--- src/rtl/pc_pkg.sv ---
// Shared definitions for the program-counter sequencer: PC-select encodings
// and return-address-stack sizing.
package pc_pkg;

  localparam logic [2:0] PS_HOLD = 3'b000;
  localparam logic [2:0] PS_INC  = 3'b001;
  localparam logic [2:0] PS_BRC  = 3'b010;
  localparam logic [2:0] PS_JMP  = 3'b011;
  localparam logic [2:0] PS_ADDA = 3'b100;
  localparam logic [2:0] PS_CALL = 3'b101;
  localparam logic [2:0] PS_RET  = 3'b110;
  localparam logic [2:0] PS_RSVD = 3'b111;

  localparam int unsigned RAS_DEPTH_DEF = 4;
  localparam int unsigned RAS_PTR_W     = $clog2(RAS_DEPTH_DEF);

endpackage

--- src/rtl/pc_ras.sv ---
// Circular return-address stack; dout always presents the top entry.
// A push while full overwrites the oldest entry and the count saturates.
module pc_ras
  import pc_pkg::*;
#(
  parameter int unsigned DEPTH = RAS_DEPTH_DEF,
  parameter int unsigned W     = 6
) (
  input  logic                     clk_main,
  input  logic                     reset,
  input  logic                     push,
  input  logic                     pop,
  input  logic [W-1:0]             din,
  output logic [W-1:0]             dout,
  output logic [$clog2(DEPTH):0]   count,
  output logic                     full,
  output logic                     empty
);

  localparam int unsigned PTR_W = $clog2(DEPTH);
  localparam int unsigned CNT_W = PTR_W + 1;

  logic [W-1:0]     mem [DEPTH];
  logic [PTR_W-1:0] ptr;
  logic [CNT_W-1:0] cnt;

  // Pointer and occupancy; the pointer always addresses the top entry.
  always_ff @(posedge clk_main) begin
    if (reset) begin
      ptr <= '0;
      cnt <= '0;
    end else if (push) begin
      ptr <= ptr + PTR_W'(1);
      if (!full) cnt <= cnt + CNT_W'(1);
    end else if (pop && !empty) begin
      ptr <= ptr - PTR_W'(1);
      cnt <= cnt - CNT_W'(1);
    end
  end

  // Storage needs no reset: entries are only read after being pushed.
  always_ff @(posedge clk_main) begin
    if (!reset && push) mem[ptr + PTR_W'(1)] <= din;
  end

  assign dout  = mem[ptr];
  assign count = cnt;
  assign full  = (cnt == CNT_W'(DEPTH));
  assign empty = (cnt == '0);

endmodule

--- src/rtl/pc_sequencer.sv ---
// Program-counter sequencer: next-PC selection, PC register and sticky
// return-stack error flags around a single return-address stack.
module pc_sequencer
  import pc_pkg::*;
#(
  parameter int unsigned PC_W      = 6,
  parameter int unsigned OFF_W     = 6,
  parameter int unsigned RAS_DEPTH = RAS_DEPTH_DEF,
  parameter int unsigned RESET_PC  = 0
) (
  input  logic                        clk_main,
  input  logic                        reset,
  input  logic                        en,
  input  logic [2:0]                  ps,
  input  logic                        cond,
  input  logic [OFF_W-1:0]            offset,
  input  logic [PC_W-1:0]             target,
  input  logic [PC_W-1:0]             a_op,
  output logic [PC_W-1:0]             pc,
  output logic [$clog2(RAS_DEPTH):0]  ras_count,
  output logic                        ras_empty,
  output logic                        ras_full,
  output logic                        ras_ovf,
  output logic                        ras_udf
);

  logic [PC_W-1:0] pc_next;
  logic [PC_W-1:0] pc_inc;
  logic [PC_W-1:0] off_ext;
  logic [PC_W-1:0] ras_dout;
  logic            push;
  logic            pop;
  logic            set_ovf;
  logic            set_udf;

  assign pc_inc  = pc + PC_W'(1);
  assign off_ext = PC_W'($signed(offset));

  // Next-PC selection and stack requests; a stall holds everything.
  always_comb begin
    pc_next = pc;
    push    = 1'b0;
    pop     = 1'b0;
    set_ovf = 1'b0;
    set_udf = 1'b0;
    if (en) begin
      case (ps)
        PS_HOLD: pc_next = pc;
        PS_INC:  pc_next = pc_inc;
        PS_BRC:  pc_next = cond ? (pc_inc + off_ext) : pc_inc;
        PS_JMP:  pc_next = target;
        PS_ADDA: pc_next = pc + a_op;
        PS_CALL: begin
          push    = 1'b1;
          set_ovf = ras_full;
          pc_next = target;
        end
        PS_RET: begin
          if (ras_empty) begin
            set_udf = 1'b1;
            pc_next = pc_inc;
          end else begin
            pop     = 1'b1;
            pc_next = ras_dout;
          end
        end
        PS_RSVD: pc_next = pc_inc;
        default: pc_next = pc_inc;
      endcase
    end
  end

  always_ff @(posedge clk_main) begin
    if (reset) begin
      pc      <= PC_W'(RESET_PC);
      ras_ovf <= 1'b0;
      ras_udf <= 1'b0;
    end else begin
      pc      <= pc_next;
      ras_ovf <= ras_ovf | set_ovf;
      ras_udf <= ras_udf | set_udf;
    end
  end

  pc_ras #(
    .DEPTH (RAS_DEPTH),
    .W     (PC_W)
  ) u_ras (
    .clk_main (clk_main),
    .reset    (reset),
    .push     (push),
    .pop      (pop),
    .din      (pc_inc),
    .dout     (ras_dout),
    .count    (ras_count),
    .full     (ras_full),
    .empty    (ras_empty)
  );

endmodule

--- config.mk ---
export PLATFORM = sky130hd
export DESIGN_NAME = pc_sequencer
export DESIGN_NICKNAME = d
export VERILOG_FILES = /design/src/rtl/pc_pkg.sv /design/src/rtl/pc_ras.sv /design/src/rtl/pc_sequencer.sv
export SDC_FILE = /design/constraint.sdc
export NUM_CORES = 1
export LEC_CHECK = 0
export ABC_CLOCK_PERIOD_IN_PS = 2200
export BUFFER_PORTS_ARGS = -buffer_cell sky130_fd_sc_hd__buf_4
export CORE_AREA = 2 2 71 73
export DETAILED_ROUTE_END_ITERATION = 12
export DIE_AREA = 0 0 73 75
export PLACE_DENSITY = 0.82
export SYNTH_ARGS = -nofsm -noshare
export SYNTH_HDL_FRONTEND = slang
export SYNTH_SLANG_ARGS = --single-unit
--- constraint.sdc ---
create_clock -name clk_main -period 2.2 [get_ports clk_main]
set_input_delay 0.44 -clock clk_main [delete_from_list [all_inputs] [get_ports clk_main]]
set_output_delay 0.44 -clock clk_main [all_outputs]
set_load 0.02 [all_outputs]
==> results by group <==
Run status
  • Status: finished, final reports clean

Floorplanning
  • Row cnt: 25
  • Die Wd: about 73 um
  • Die area: 5480 sq um
  • Top-level port count: 38
  • Core ar.: between 4000 and 5000 sq um
  • Die Y-Extent: around 75 um
  • Starting Density: about half

Global route
  • Routing usage on met1: 25.2%
  • Met3 Use GR: about 4.3%
  • Layer with the highest usage: met2
  • Largest net degree at the start of global routing: 16
  • Vias in the first global route: approximately 1500
  • Global-route wire length before repair: 7600 um
  • Initial antenna violation count: 0
  • GRT Util Overall: around a fifth
  • Congestion Overflow GR: 0
  • Met2 Usage GRT: 31.8%

Finish
  • Commonest non-fill, non-tap cell in the layout: buf_4
  • Share of cells above drive strength 1: 32.0%
  • Ant. Diodes: 0
  • Register area: around 1000 sq um
  • Non-filler instance count after layout: 295
  • Multi-input gate area: 1210 sq um
  • Fin nets: 284
  • Fillcell total: 378
  • Most frequent cells in the layout: buf_4, edfxtp_1, nor2_1
  • Design area: between 2000 and 3000 sq um
  • P&R area growth vs syn: 22.2%

Critical path
  • Maximum fanout along the worst path: 6
  • Setup crit start: pc[0]
  • Crit path arrival time: between 2 and 2.5 ns
  • CP Class: flop to flop
  • Max stage delay on crit path: 0.38 ns
  • Critical path cell sequence: ha_1 -> nand3_1 -> xnor2_2 -> ha_4 -> nand4_1 -> a31o_2 -> a21boi_2 -> xnor2_1 -> o32ai_1
  • Slowest CP cell: dfxtp_4
  • Setup crit start kind: flop
  • WP data required: 2.37 ns
  • Worst path bufs/invs: 0
  • R2r startpoint: pc[0]
  • Crit path max-delay family: compound AO/OA/AOI/OAI gates
  • Crit. End Element: flop

Clocking
  • Worst-Skew Late Latency: 0.30 ns
  • Clock sink total: 39
  • Hold buffers post-CTS: 0
  • Reg clk slew, reported paths: 0.08 ns
  • CTS Buf Count: 5
  • Root buffer cell: clkbuf_8
  • TritonCTS clock tree: done
  • Longest Clk Path Bufs: 2
  • CTS HTree Levels: 2
  • Post-CTS setup buffers: 0

Pwr
  • Clock share of power: about 33%
  • Sequential Power Share: 44.8%
  • P_int: between 1 and 1.5 mW
  • Cell area power density: 663 nW/um^2
  • Sw frac: 27.3%
  • Switch Pwr: 0.505 mW
  • Combinational power share: 22.1%
  • Total power: 1.85 mW
  • Leakage power: 1.12 nW
  • Max IR drop VDD: 397 uV

Route
  • Post-DR wirelength/cell: around 17 um
  • ANT nets after route: 0
  • Total wire length: just under 5000 um
  • DR pass1 iterations: 4
  • Vias: between 1500 and 2000
  • Drt drc: 0
  • Iter 0 DRT Violations: 147
  • Routed vias/inst: 5.73

Timing
  • # setup viols final: 0
  • Final hold slack: between 0.4 and 0.5 ns
  • Setup_tns: 0 ns
  • RSZ-0062 raised after global routing: false
  • Final hold violations: 0
  • Slew @ Worst Pin: 0.511 ns
  • Fmax: 481 MHz
  • Min Tclk post-route: 2.08 ns
  • Clk_skew: 0.0106 ns
  • Final period util: 94.5%
  • Slew HR: roughly two thirds
  • Max-slew violations: 0

Run
  • Max-Cap Viols: 0

Logic synthesis
  • YS warnings: 0
  • Ys flop type: edfxtp_1
  • Netlist cell types: 46
  • Syn Inst Count: between 150 and 200
  • XOR/XNOR share of the synthesized area: 6.52%
  • Post-Synth Simple-Gate Area: ~13%
  • Sequential-to-total area share from yosys stat: 44.7%
  • Compound-Gate Fraction of Synth Area: 13.9%
  • Post-synthesis async set-or-reset flop share: 0%
  • #FFs+latches synth: 39
  • Syn nets: 239
  • Main combinational cell family by area after synthesis: compound AO/OA/AOI/OAI gates
  • Avg Cell Area, Syn: 11.7 sq um
  • Synth Area in Adders: 11.4%
  • Post-synthesis cell area: about 2300 sq um
  • Mux contribution to synthesized area: 6.79%
  • Post-synth EDFFs: 24

Placed design
  • Area after DPL: ~2600 sq um
  • Post-DP HPWL: roughly 3800 um
  • Placed Cells: 287
  • IO Port Bufs: 37
  • Placer Congestion: between 0.8 and 0.9

Worst hold path
  • Hold Path Origin: reset
  • Hold WC Path Type: input port to flop
worst register-to-register path, stage by stage (launching register included):
cell and delay [ns]:
dfxtp_4 0.38, ha_1 0.18, nand3_1 0.14, xnor2_2 0.20, ha_4 0.31, nand4_1 0.12
a31o_2 0.27, a21boi_2 0.13, xnor2_1 0.13, o32ai_1 0.10
cells in the mapped netlist (2+ instances only):
library cell | number | area share [%]
edfxtp_1 | 24 | 32
nor2_1 | 18 | 3.0
ha_1 | 16 | 8.8
dfxtp_1 | 15 | 13
a21oi_1 | 14 | 3.1
xnor2_1 | 12 | 4.6
nand2_1 | 7 | 1.2
nand3_1 | 7 | 1.5
o21ai_0 | 7 | 1.5
mux4_2 | 6 | 5.9
and2_1 | 5 | 1.4
inv_1 | 5 | 0.82
xor2_1 | 5 | 1.9
a311oi_1 | 4 | 1.5
a21o_1 | 3 | 0.99
a221o_2 | 3 | 1.5
a221oi_1 | 3 | 1.2
fa_1 | 3 | 2.6
and4b_1 | 2 | 0.88
buf_4 | 2 | 0.66
clkbuf_1 | 2 | 0.33
clkbuf_8 | 2 | 1.2
mux2i_1 | 2 | 0.88
nand4_1 | 2 | 0.55
nor2b_1 | 2 | 0.55
nor3_1 | 2 | 0.44
o2111ai_1 | 2 | 0.77
or3_1 | 2 | 0.55
registers in the layout, summed over array words and instances, names as in the netlist, named ones only:
register / flops
u_ras.mem: 24
pc: 6
u_ras.count: 3
u_ras.ptr: 2
ras_ovf: 1
ras_udf: 1
through the flow:
stage          setup WS (ns)  utilization, %
5_1_grt              0.00523            59.9
6_report               0.121            59.9
3_5_place_dp          0.0191            56.8
3_3_place_gp          0.0911            56.8
2_1_floorplan         0.0362               -
4_1_cts               0.0352            59.2
path summary, 6_finish.rpt:
path                    end  slack (ns)  depth (start not counted)
max reg2reg           pc[5]        0.12                          9
min reg2reg         ras_ovf        0.48                          2
max                   pc[5]        0.12                          9
min          u_ras.count[2]        0.44                          2
power by group through the flow:
| stage | logic, mW | registers, mW | clock network, mW |
|---|---|---|---|
| 2_1_floorplan | 0.248 | 0.857 | 0 |
| 3_3_place_gp | 0.392 | 0.845 | 0 |
| 3_5_place_dp | 0.395 | 0.846 | 0 |
| 4_1_cts | 0.400 | 0.829 | 0.623 |
| 5_1_grt | 0.451 | 0.833 | 0.646 |
| 6_report | 0.409 | 0.829 | 0.611 |
layout make-up:
cell class                      count  share of cell area [%]
Sequential cell                    39                    36.8
Multi-Input combinational cell    142                    43.4
Tap cell                           54                    2.42
Inverter                            5                   0.673
Clock inverter                      3                    1.66
Clock buffer                        5                    2.47
Timing Repair Buffer               47                    12.6
layer usage:
layer  vias up  share of wire (%)  wire, um
met2        54                 49      2450
met3         6                5.7       282
met5         -                  0         0
met1       803                 44      2170
met4         0                1.3        64
li1        827                  -         -
cells by family after synthesis:
family / Yosys count
xor+xnor: 17
fa+ha+maj: 19
buf+inv: 14
compound gates: 45
flops: 39
simple gates: 53
mux: 8
repair_timing:
| item | in CTS | in global routing |
|---|---|---|
| hold endpoints to repair | 0 | 0 |
| gates cloned | 0 | 0 |
| setup endpoints to repair | 1 | 2 |
| pin swaps | 0 | 0 |
| resized for setup | 1 | 5 |
No activity file was read; power rests on OpenSTA's default activity.
